--- src/rtl/sound_frame_mixer_pkg.sv ---
// Shared types, step-decode constants and width helper for the sound frame mixer.
package sound_pkg;

    // Mixer FSM encoding, kept as plain constants for legacy tools.
    typedef logic [1:0] mix_state_t;
    localparam logic [1:0] ST_IDLE  = 2'd0;
    localparam logic [1:0] ST_ACCUM = 2'd1;
    localparam logic [1:0] ST_SCALE = 2'd2;
    localparam logic [1:0] ST_DONE  = 2'd3;

    // Bit n set means the strobe fires when the sequencer lands on step n.
    localparam logic [7:0] FS_LENGTH_STEPS = 8'b0101_0101;
    localparam logic [7:0] FS_SWEEP_STEPS  = 8'b0100_0100;
    localparam logic [2:0] FS_ENV_STEP     = 3'd7;

    function automatic int mix_width(input int num_ch, input int level_w, input bit is_signed);
        return level_w + (is_signed ? 1 : 0) + $clog2(num_ch) + 3;
    endfunction

endpackage

--- src/rtl/sound_frame_mixer_if.sv ---
// Sample handshake between the mixer (slave) and the AC97 frame logic (master).
interface sound_frame_mixer_if;
    logic        sample_req;
    logic        sample_ack;
    logic        sample_valid;
    logic [15:0] sample_so1;
    logic [15:0] sample_so2;

    modport master (
        output sample_req,
        output sample_ack,
        input  sample_valid,
        input  sample_so1,
        input  sample_so2
    );

    modport slave (
        input  sample_req,
        input  sample_ack,
        output sample_valid,
        output sample_so1,
        output sample_so2
    );
endinterface

--- src/rtl/sound_frame_mixer_sequencer.sv ---
// Fractional-accumulator frame sequencer: carry out of the phase accumulator
// advances the 8-step counter and emits registered one-cycle tick strobes.
module sound_frame_sequencer
    import sound_pkg::*;
#(
    parameter int ACC_W  = 24,
    parameter int FS_INC = 699
) (
    input  logic       ac97_bitclk,
    input  logic       reset,
    input  logic       enable,
    output logic       length_tick,
    output logic       sweep_tick,
    output logic       envelope_tick,
    output logic [2:0] fs_step
);

    logic [ACC_W-1:0] acc;
    logic [ACC_W:0]   acc_sum;
    logic [2:0]       step_next;
    logic             carry;

    assign acc_sum   = {1'b0, acc} + (ACC_W+1)'(FS_INC);
    assign carry     = acc_sum[ACC_W];
    assign step_next = fs_step + 3'd1;

    // Strobes decode the step being entered so they line up with the fs_step update.
    always_ff @(posedge ac97_bitclk) begin
        if (reset || !enable) begin
            acc           <= '0;
            fs_step       <= '0;
            length_tick   <= 1'b0;
            sweep_tick    <= 1'b0;
            envelope_tick <= 1'b0;
        end else begin
            acc           <= acc_sum[ACC_W-1:0];
            length_tick   <= carry && FS_LENGTH_STEPS[step_next];
            sweep_tick    <= carry && FS_SWEEP_STEPS[step_next];
            envelope_tick <= carry && (step_next == FS_ENV_STEP);
            if (carry)
                fs_step <= step_next;
        end
    end

endmodule

--- src/rtl/sound_frame_mixer.sv ---
// Frame sequencer plus NUM_CH-channel SO1/SO2 mixer with req/valid/ack delivery.
// Define SOUND_MIXER_SIGNED_DAC_EN for a signed, zero-centred DAC transfer.
module sound_frame_mixer
    import sound_pkg::*;
#(
    parameter int NUM_CH  = 4,
    parameter int LEVEL_W = 4,
    parameter int ACC_W   = 24,
    parameter int FS_INC  = 699
) (
    input  logic                      ac97_bitclk,
    input  logic                      reset,
    input  logic                      master_sound_enable,
    input  logic [NUM_CH*LEVEL_W-1:0] ch_level,
    input  logic [NUM_CH-1:0]         so1_enable,
    input  logic [NUM_CH-1:0]         so2_enable,
    input  logic [2:0]                so1_output_level,
    input  logic [2:0]                so2_output_level,
    sound_frame_mixer_if.slave        smp,
    output logic                      length_tick,
    output logic                      sweep_tick,
    output logic                      envelope_tick,
    output logic [2:0]                fs_step,
    output logic                      overrun
);

`ifdef SOUND_MIXER_SIGNED_DAC_EN
    localparam bit SIGNED_DAC = 1'b1;
`else
    localparam bit SIGNED_DAC = 1'b0;
`endif
    localparam int MIX_W = mix_width(NUM_CH, LEVEL_W, SIGNED_DAC);
    localparam int IDX_W = (NUM_CH > 1) ? $clog2(NUM_CH) : 1;

    if (MIX_W > 16) begin : g_mix_w_check
        $error("sound_frame_mixer: mix width exceeds the 16-bit sample");
    end

    // Sums live at full mix width; two's complement wrap makes signed and unsigned share the adder.
    function automatic logic [MIX_W-1:0] dac(input logic [LEVEL_W-1:0] level);
`ifdef SOUND_MIXER_SIGNED_DAC_EN
        int v;
        v = 2 * int'(level) - (2**LEVEL_W - 1);
        return v[MIX_W-1:0];
`else
        return MIX_W'(level);
`endif
    endfunction

    sound_frame_sequencer #(
        .ACC_W  (ACC_W),
        .FS_INC (FS_INC)
    ) u_seq (
        .ac97_bitclk   (ac97_bitclk),
        .reset         (reset),
        .enable        (master_sound_enable),
        .length_tick   (length_tick),
        .sweep_tick    (sweep_tick),
        .envelope_tick (envelope_tick),
        .fs_step       (fs_step)
    );

    mix_state_t                state;
    logic [IDX_W-1:0]          idx;
    logic [NUM_CH*LEVEL_W-1:0] snap_level;
    logic [NUM_CH-1:0]         snap_so1_en;
    logic [NUM_CH-1:0]         snap_so2_en;
    logic [2:0]                snap_vol1;
    logic [2:0]                snap_vol2;
    logic [MIX_W-1:0]          sum1;
    logic [MIX_W-1:0]          sum2;
    logic [MIX_W-1:0]          dac_val;
    logic [MIX_W-1:0]          gain1;
    logic [MIX_W-1:0]          gain2;
    logic [MIX_W-1:0]          prod1;
    logic [MIX_W-1:0]          prod2;
    logic                      start;

    assign start   = smp.sample_req &&
                     ((state == ST_IDLE) || ((state == ST_DONE) && smp.sample_ack));
    assign dac_val = dac(snap_level[int'(idx)*LEVEL_W +: LEVEL_W]);
    assign gain1   = MIX_W'(snap_vol1) + MIX_W'(1);
    assign gain2   = MIX_W'(snap_vol2) + MIX_W'(1);
    assign prod1   = sum1 * gain1;
    assign prod2   = sum2 * gain2;

    // With audio disabled at snapshot time the routing is zeroed, so both sums stay at 0.
    always_ff @(posedge ac97_bitclk) begin
        if (reset) begin
            state            <= ST_IDLE;
            idx              <= '0;
            snap_level       <= '0;
            snap_so1_en      <= '0;
            snap_so2_en      <= '0;
            snap_vol1        <= '0;
            snap_vol2        <= '0;
            sum1             <= '0;
            sum2             <= '0;
            overrun          <= 1'b0;
            smp.sample_valid <= 1'b0;
            smp.sample_so1   <= '0;
            smp.sample_so2   <= '0;
        end else begin
            if (start) begin
                snap_level  <= ch_level;
                snap_so1_en <= master_sound_enable ? so1_enable : '0;
                snap_so2_en <= master_sound_enable ? so2_enable : '0;
                snap_vol1   <= so1_output_level;
                snap_vol2   <= so2_output_level;
                sum1        <= '0;
                sum2        <= '0;
                idx         <= '0;
                state       <= ST_ACCUM;
            end
            case (state)
                ST_ACCUM: begin
                    if (snap_so1_en[idx])
                        sum1 <= sum1 + dac_val;
                    if (snap_so2_en[idx])
                        sum2 <= sum2 + dac_val;
                    if (idx == IDX_W'(NUM_CH - 1))
                        state <= ST_SCALE;
                    else
                        idx <= idx + 1'b1;
                    if (smp.sample_req)
                        overrun <= 1'b1;
                end
                ST_SCALE: begin
                    smp.sample_so1   <= 16'(prod1) << (16 - MIX_W);
                    smp.sample_so2   <= 16'(prod2) << (16 - MIX_W);
                    smp.sample_valid <= 1'b1;
                    state            <= ST_DONE;
                    if (smp.sample_req)
                        overrun <= 1'b1;
                end
                ST_DONE: begin
                    if (smp.sample_ack) begin
                        smp.sample_valid <= 1'b0;
                        if (!smp.sample_req)
                            state <= ST_IDLE;
                    end else if (smp.sample_req) begin
                        overrun <= 1'b1;
                    end
                end
                default: ;
            endcase
        end
    end

endmodule

--- src/flat_wrapper.sv ---
// flat-port wrapper written by rule: the top's interface ports become plain ports
module sound_frame_mixer_flat import sound_pkg::*;
#(
    parameter int NUM_CH  = 4,
    parameter int LEVEL_W = 4,
    parameter int ACC_W   = 24,
    parameter int FS_INC  = 699
)
  (ac97_bitclk, reset, master_sound_enable, ch_level, so1_enable, so2_enable, so1_output_level, so2_output_level, length_tick, sweep_tick, envelope_tick, fs_step, overrun, smp_sample_req, smp_sample_ack, smp_sample_valid, smp_sample_so1, smp_sample_so2);
  sound_frame_mixer_if smp_i ();
  input  logic ac97_bitclk;
  input  logic reset;
  input  logic master_sound_enable;
  input  logic [NUM_CH*LEVEL_W-1:0] ch_level;
  input  logic [NUM_CH-1:0] so1_enable;
  input  logic [NUM_CH-1:0] so2_enable;
  input  logic [2:0] so1_output_level;
  input  logic [2:0] so2_output_level;
  output logic length_tick;
  output logic sweep_tick;
  output logic envelope_tick;
  output logic [2:0] fs_step;
  output logic overrun;
  input wire logic [$bits(smp_i.sample_req)-1:0] smp_sample_req;
  input wire logic [$bits(smp_i.sample_ack)-1:0] smp_sample_ack;
  output wire logic [$bits(smp_i.sample_valid)-1:0] smp_sample_valid;
  output wire logic [$bits(smp_i.sample_so1)-1:0] smp_sample_so1;
  output wire logic [$bits(smp_i.sample_so2)-1:0] smp_sample_so2;
  assign smp_i.sample_req = smp_sample_req;
  assign smp_i.sample_ack = smp_sample_ack;
  assign smp_sample_valid = smp_i.sample_valid;
  assign smp_sample_so1 = smp_i.sample_so1;
  assign smp_sample_so2 = smp_i.sample_so2;
  sound_frame_mixer #(.NUM_CH(NUM_CH), .LEVEL_W(LEVEL_W), .ACC_W(ACC_W), .FS_INC(FS_INC)) u_core (.ac97_bitclk(ac97_bitclk), .reset(reset), .master_sound_enable(master_sound_enable), .ch_level(ch_level), .so1_enable(so1_enable), .so2_enable(so2_enable), .so1_output_level(so1_output_level), .so2_output_level(so2_output_level), .smp(smp_i), .length_tick(length_tick), .sweep_tick(sweep_tick), .envelope_tick(envelope_tick), .fs_step(fs_step), .overrun(overrun));
endmodule
--- config.mk ---
export PLATFORM = sky130hd
export DESIGN_NAME = sound_frame_mixer_flat
export DESIGN_NICKNAME = d
export VERILOG_FILES = /design/src/rtl/sound_frame_mixer_pkg.sv /design/src/rtl/sound_frame_mixer_if.sv /design/src/rtl/sound_frame_mixer_sequencer.sv /design/src/rtl/sound_frame_mixer.sv /design/src/flat_wrapper.sv
export SDC_FILE = /design/constraint.sdc
export NUM_CORES = 1
export LEC_CHECK = 0
export CORE_ASPECT_RATIO = 0.8
export CORE_UTILIZATION = 45
export DETAILED_ROUTE_END_ITERATION = 6
export GPL_ROUTABILITY_DRIVEN = 0
export PLACE_DENSITY = 0.67
export SLEW_MARGIN = 20
export SYNTH_ARGS = -nofsm -noshare
export SYNTH_HDL_FRONTEND = slang
export SYNTH_SLANG_ARGS = --single-unit
--- constraint.sdc ---
create_clock -name ac97_bitclk -period 4 [get_ports ac97_bitclk]
set_input_delay 0.4 -clock ac97_bitclk [delete_from_list [all_inputs] [get_ports ac97_bitclk]]
set_output_delay 0.4 -clock ac97_bitclk [all_outputs]
set_load 0.01 [all_outputs]
Yosys cells after proc, flatten, opt, wreduce, memory -nomap -nowiden
Memory sizes are Yosys's and may differ from the RTL's.
Cells that the tools add are included.
{"block": "classes", "add_sub_neg": 7, "mul": 2, "magnitude_cmp": 2, "eq_ne": 7, "shifts": 1, "mux": 27, "reduce_logical": 14}
{"operator": "two-way mux 9 bit", "count": 6}
{"operator": "adder 24 x 10 -> 25 bit (second input constant)", "count": 1}
{"operator": "adder 9 x 4 -> 9 bit", "count": 2}
{"operator": "multiplier 9 x 9 -> 9 bit", "count": 2}
{"operator": "variable part select 16 x 5 -> 4 bit", "count": 1}
{"operator": "two-way mux 2 bit", "count": 7}
{"operator": "adder 3 x 1 -> 4 bit (second input constant)", "count": 2}
{"operator": "two-way mux 4 bit", "count": 2}
{"operator": "two-way mux 1 bit", "count": 7}
{"operator": "== test 2 bit (second input constant)", "count": 3}
{"operator": "case mux 2 bit (3 select lines)", "count": 1}
{"operator": "logical AND 1 bit", "count": 5}
{"operator": "binary-select mux 1 bit (select 2 bit)", "count": 2}
{"operator": "< comparator 3 x 4 -> 1 bit (second input constant)", "count": 1}
{"operator": "!= test 2 bit (second input constant)", "count": 2}
{"operator": "case mux 1 bit (2 select lines)", "count": 2}
{"operator": "AND reduction 2 bit", "count": 2}
{"operator": "nonzero test 2 bit", "count": 2}
{"operator": "adder 3 x 1 -> 3 bit (second input constant)", "count": 1}
{"operator": "== test 3 bit (second input constant)", "count": 1}
{"operator": "< comparator 2 x 3 -> 1 bit (second input constant)", "count": 1}
{"operator": "adder 2 x 1 -> 2 bit (second input constant)", "count": 1}
{"operator": "== test 2 x 1 -> 1 bit (second input constant)", "count": 1}
{"operator": "logical NOT 2 bit", "count": 1}
{"operator": "other kinds (3)", "count": 4}
{"block": "totals", "register_bits": 102, "mem_bits_ro": 16, "input_bits": 35, "elab_cells": 80, "mem_count": 2}
{"name": "(no name shown)", "depth": 8, "width": 1, "rd": 1, "rd_ports_with_merged_regs": 0, "write_ports": 0, "line": "sound_frame_mixer_sequencer.sv:38", "rtl": "sweep_tick <= carry && FS_SWEEP_STEPS[step_next];"}
{"name": "(no name shown)", "depth": 8, "width": 1, "rd": 1, "rd_ports_with_merged_regs": 0, "write_ports": 0, "line": "sound_frame_mixer_sequencer.sv:37", "rtl": "length_tick <= carry && FS_LENGTH_STEPS[step_next];"}

Depth between registers and ports, before layout
{"block": "depth", "word_depth": 8, "mapped_depth": 13, "depth_no_buf": 13}

By module
Synthesis repeated with hierarchy kept, for this count alone.
{"block": "unflattened", "hier_cells": 727, "area_unflattened_um2": 6239.7}
{"module": "sound_frame_mixer", "n_inst": 1, "cells_per_inst": 581, "area_per_inst_um2": 4902.2, "seq_area_each_um2": 1441.4}
{"module": "sound_frame_sequencer", "n_inst": 1, "cells_per_inst": 146, "area_per_inst_um2": 1337.5, "seq_area_each_um2": 600.6}

Least setup slack after synthesis
Ideal clock, no wire load.
{"block": "synth_timing", "path_kind": "register to register", "startpoint": "register u_core.snap_vol2[0]", "endpoint": "register u_core.smp.sample_so2[15]", "setup_ns": 0.122, "t_arrival_ns": 3.237, "required_time_ns": 3.878, "setup_slack_ns": 0.640, "stages_incl_launch_ff": 12, "synth_period_minus_slack_ns": 3.360, "path_cell_list": "dfxtp_1 -> ha_1 -> xor2_1 -> nand2_1 -> fa_1 -> fa_1 -> fa_1 -> nand2b_1 -> a21oi_1 -> o21ai_0 -> nor3b_1 -> a311o_1"}
{"block": "synth_via", "elab_chain_cells": 2}
{"item": "from (decl)", "line": "sound_frame_mixer.sv:69", "rtl": "logic [2:0] snap_vol2;"}
{"item": "from (signal assigned)", "line": "sound_frame_mixer.sv:109", "rtl": "snap_vol2 <= so2_output_level;"}
{"item": "adder 3 x 1 -> 4 bit", "line": "sound_frame_mixer.sv:83", "rtl": "assign gain2 = MIX_W'(snap_vol2) + MIX_W'(1);"}
{"item": "multiplier 9 x 9 -> 9 bit", "line": "sound_frame_mixer.sv:85", "rtl": "assign prod2 = sum2 * gain2;"}
{"item": "to (signal assigned)", "line": "sound_frame_mixer.sv:130", "rtl": "smp.sample_so2 <= 16'(prod2) << (16 - MIX_W);"}
{"item": "to (decl)", "line": "sound_frame_mixer_if.sv:22", "rtl": "output sample_so2"}
No other way between the ends.
A chain may end at the register's enable or synchronous reset.

Worst setup path in the final report
{"block": "layout_timing", "startpoint": "register u_core.snap_vol1[1]", "endpoint": "register u_core.smp.sample_so1[15]"}
{"block": "layout_via", "elab_chain_cells": 2}
{"item": "from (decl)", "line": "sound_frame_mixer.sv:68", "rtl": "logic [2:0] snap_vol1;"}
{"item": "from (signal assigned)", "line": "sound_frame_mixer.sv:108", "rtl": "snap_vol1 <= so1_output_level;"}
{"item": "adder 3 x 1 -> 4 bit", "line": "sound_frame_mixer.sv:82", "rtl": "assign gain1 = MIX_W'(snap_vol1) + MIX_W'(1);"}
{"item": "multiplier 9 x 9 -> 9 bit", "line": "sound_frame_mixer.sv:84", "rtl": "assign prod1 = sum1 * gain1;"}
{"item": "to (signal assigned)", "line": "sound_frame_mixer.sv:129", "rtl": "smp.sample_so1 <= 16'(prod1) << (16 - MIX_W);"}
{"item": "to (decl)", "line": "sound_frame_mixer_if.sv:21", "rtl": "output sample_so1,"}
No other way between the ends.

==> flow_summary.toml <==
[cells_and_area]
n_fill_cell = 1276
drive_gt1_frac = 0.0446
seqCellArea_sq_um = 2040
multiInputGateArea_sq_um = 3770
stdcell_count = 965
finalNetCount = 872
syn_to_final_growth_pct = 14.2
diodes = 0

[worst_setup_path]
crit_type = "flop to flop"
startpoint_type = "flop"
startpoint = "u_core.snap_vol1[1]"
crit_arrival_ps = 3890
end_kind = "flop"
r2r_end = "u_core.smp.sample_so1[15]"
worstPathMaxFanout = 6
r2r_cells = 13
critical_path.endpoint = "u_core.smp.sample_so1[15]"
reg2reg_setup_slack_ps = 370
timing.critical_path.required_ps = 4260
critical_path.reg2reg.startpoint = "u_core.snap_vol1[1]"

[drt]
drt-total-wl_um = 13200
drtAntennaViolNets = 0
num_vias = 5022
drtIter0Drc = 202
drc = 0
drt-pass1-iter-count = 4
routedWlPerCell_um = 13.6
viasPerCell = 5.20

[clocking]
cts_num_sinks = 102
cts_max_level = 3
cts_resized = 0
clock_latency_ps = 350
clk_pin_slew_ps = 70
cts_buffers = 9
max-clock-path-buffers = 2
postCtsSetupBuffers = 0
root_buffer = "clkbuf_16"
cts_tree = "done"
postCtsHoldBufs = 0

[run_status]
status = "complete, no violations"

[grt]
grt_start_max_net_pins = 76
antenna_found_initial = 0
grtUsageTotal = 0.188
first_global_vias = 4660
grt_overflow = 0
grt_first_pass_wirelength_um = 21900

[logic_synthesis]
synth-seq-area-share = 0.325
synth_edf_count = 0
synth_area_per_cell_sq_um = 8.52
synth_commonest_cells = "nand2_1 (104), dfxtp_1 (102), a21oi_1 (68), inv_1 (55), nor2_1 (53)"
synthFlopType = "dfxtp_1"
ys_ff_latch = 102
post-synth-top-count-cell = "nand2_1"
yosys.area.top_type = "dfxtp_1"
synth_top_area_share = 0.325
synth_warnings = 0
netlist_instances = 737
synth_area_leaders = "dfxtp_1 (33%), fa_1 (7.7%), ha_1 (6.6%), nand2_1 (6.2%), a21oi_1 (5.4%)"
synthArstFlopShare = 0
synth_cell_types = 64
synth_area_sq_um = 6280

[timing]
relSlewSlack = 0.391
drv_slew = 0
period_needed_ps = 3630
hold_violations = 0
worst_slack_ps = 371
tightest_slew_ps = 913
rsz0062_at_grt = "no"
finalSetupViolations = 0
fin_tns_setup_ps = 0
post-route-period-util = 0.907
clock_skew_ps = 7.02
timing.fmax_ghz = 0.276

[floorplan]
ios = 75
rows = 38
core_area_sq_um = 13600
dieArea_sq_um = 14400
die_x_um = 134
dieHeight_um = 108
start_util = 0.462

[placed_design]
port_buffers = 60
dp_slack_ps = 364
dp_hpwl_um = 9780
post-place-cells = 949

[worst_hold_path]
hold_path_startpoint = "u_core.smp.sample_so1[12]"
hp-class = "flop to flop"

[power_and_ir_drop]
p_per_area_nw_per_um2 = 295
p_leak_uw = 0.00288
ir_drop_mv = 0.233
power_uw = 2120

[run]
maxCapViolCount = 0
==> cell families (layout without fill, tap and decap cells) <==
family / Yosys count / in the layout / synth area share
adder cells (fa/ha/maj): 57 / 57 / 0.142
other: 1 / 14 / 0.000597
AND/OR/NAND/NOR: 301 / 301 / 0.243
buffers and inverters: 101 / 136 / 0.0827
XOR/XNOR: 31 / 31 / 0.0476
AO/OA/AOI/OAI: 133 / 133 / 0.126
flip-flops: 102 / 102 / 0.325
multiplexers: 11 / 11 / 0.0327
==> worst max-delay path, cell delays in order, from the launching register on <==
cell and delay, ps:
dfxtp_1 370, ha_1 210, xor2_1 330, nand2_1 140
fa_1 520, inv_1 60, fa_1 560, inv_1 60
fa_1 450, nand2b_1 180, a21oi_1 180, o21a_1 160
a2111oi_0 70, a211oi_1 250
==> routing by layer <==
metal / vias to the layer above / global-route usage / wire length (um)
li1: 2540 / - / -
met1: 2371 / 0.268 / 6840
met2: 104 / 0.298 / 5750
met3: 7 / 0.0339 / 476
met4: 0 / 0.0353 / 85
met5: - / 0 / 0
==> metrics by stage <==
step | area (sq um) | hold WS, ps | utilization
6_report | 7170 | 448 | 0.527
5_1_grt | 7170 | 473 | 0.527
4_1_cts | 7170 | 453 | 0.527
3_5_place_dp | 6880 | 442 | 0.506
3_3_place_gp | 6880 | 427 | 0.506
2_1_floorplan | 6330 | 414 | -
==> where the power goes <==
part / switching [uW] / internal (uW) / total, uW
sequential: 24.4 / 1040 / 1070
combinational: 108 / 84.9 / 193
clock: 421 / 437 / 858
total: 554 / 1560 / 2120
==> worst min path at each step <==
stage	end	cells past startpoint
finish	u_core.smp.sample_so1[12]	2
global placement	u_core.u_seq.acc[0]	1
floorplan	u_core.u_seq.acc[0]	1
detailed placement	u_core.u_seq.acc[0]	1
CTS	u_core.u_seq.acc[0]	1
global route	u_core.snap_level[11]	2
==> state kept, by name, indices dropped and copies added, names as in the netlist <==
signal	cells
u_core.u_seq.fs_step	3
u_core.state	2
u_core.snap_so2_en	4
u_core.u_seq.envelope_tick	1
u_core.smp.sample_valid	1
u_core.smp.sample_so2	9
u_core.snap_level	16
u_core.u_seq.length_tick	1
u_core.sum2	9
u_core.u_seq.acc	24
u_core.snap_so1_en	4
u_core.idx	2
u_core.u_seq.sweep_tick	1
u_core.sum1	9
u_core.overrun	1
u_core.snap_vol2	3
u_core.snap_vol1	3
u_core.smp.sample_so1	9
==> layout make-up <==
type                            instances  share of cell area
Sequential cell                       102               0.285
Inverter                               55              0.0288
Multi-Input combinational cell        547               0.526
Clock inverter                          7             0.00925
Timing Repair Buffer                   65              0.0883
Tap cell                              180              0.0314
Clock buffer                            9              0.0314
==> cell usage in the layout (no fill, tap or decap), types with 3 or more instances in the layout <==
cell type / count
o211ai_1: 4
o21ai_0: 9
nor2_1: 53
xnor2_1: 13
dfxtp_1: 102
xor2_1: 16
or4_1: 3
o21ai_1: 7
o21a_1: 3
fa_1: 24
mux4_1: 4
and4_1: 3
nand4_1: 5
a21o_1: 9
nor2b_1: 17
and3_1: 10
clkdlybuf4s50_1: 59
o311ai_1: 3
nor3_1: 7
a21oi_1: 68
nand2_1: 104
a31oi_1: 7
conb_1: 14
nor4b_1: 5
clkbuf_16: 9
buf_4: 5
mux2_1: 3
a211oi_1: 8
and2_1: 30
nand3b_1: 7
ha_1: 33
nand2b_1: 16
nand3_1: 26
inv_1: 55
No activity file was read; power rests on OpenSTA's default activity.
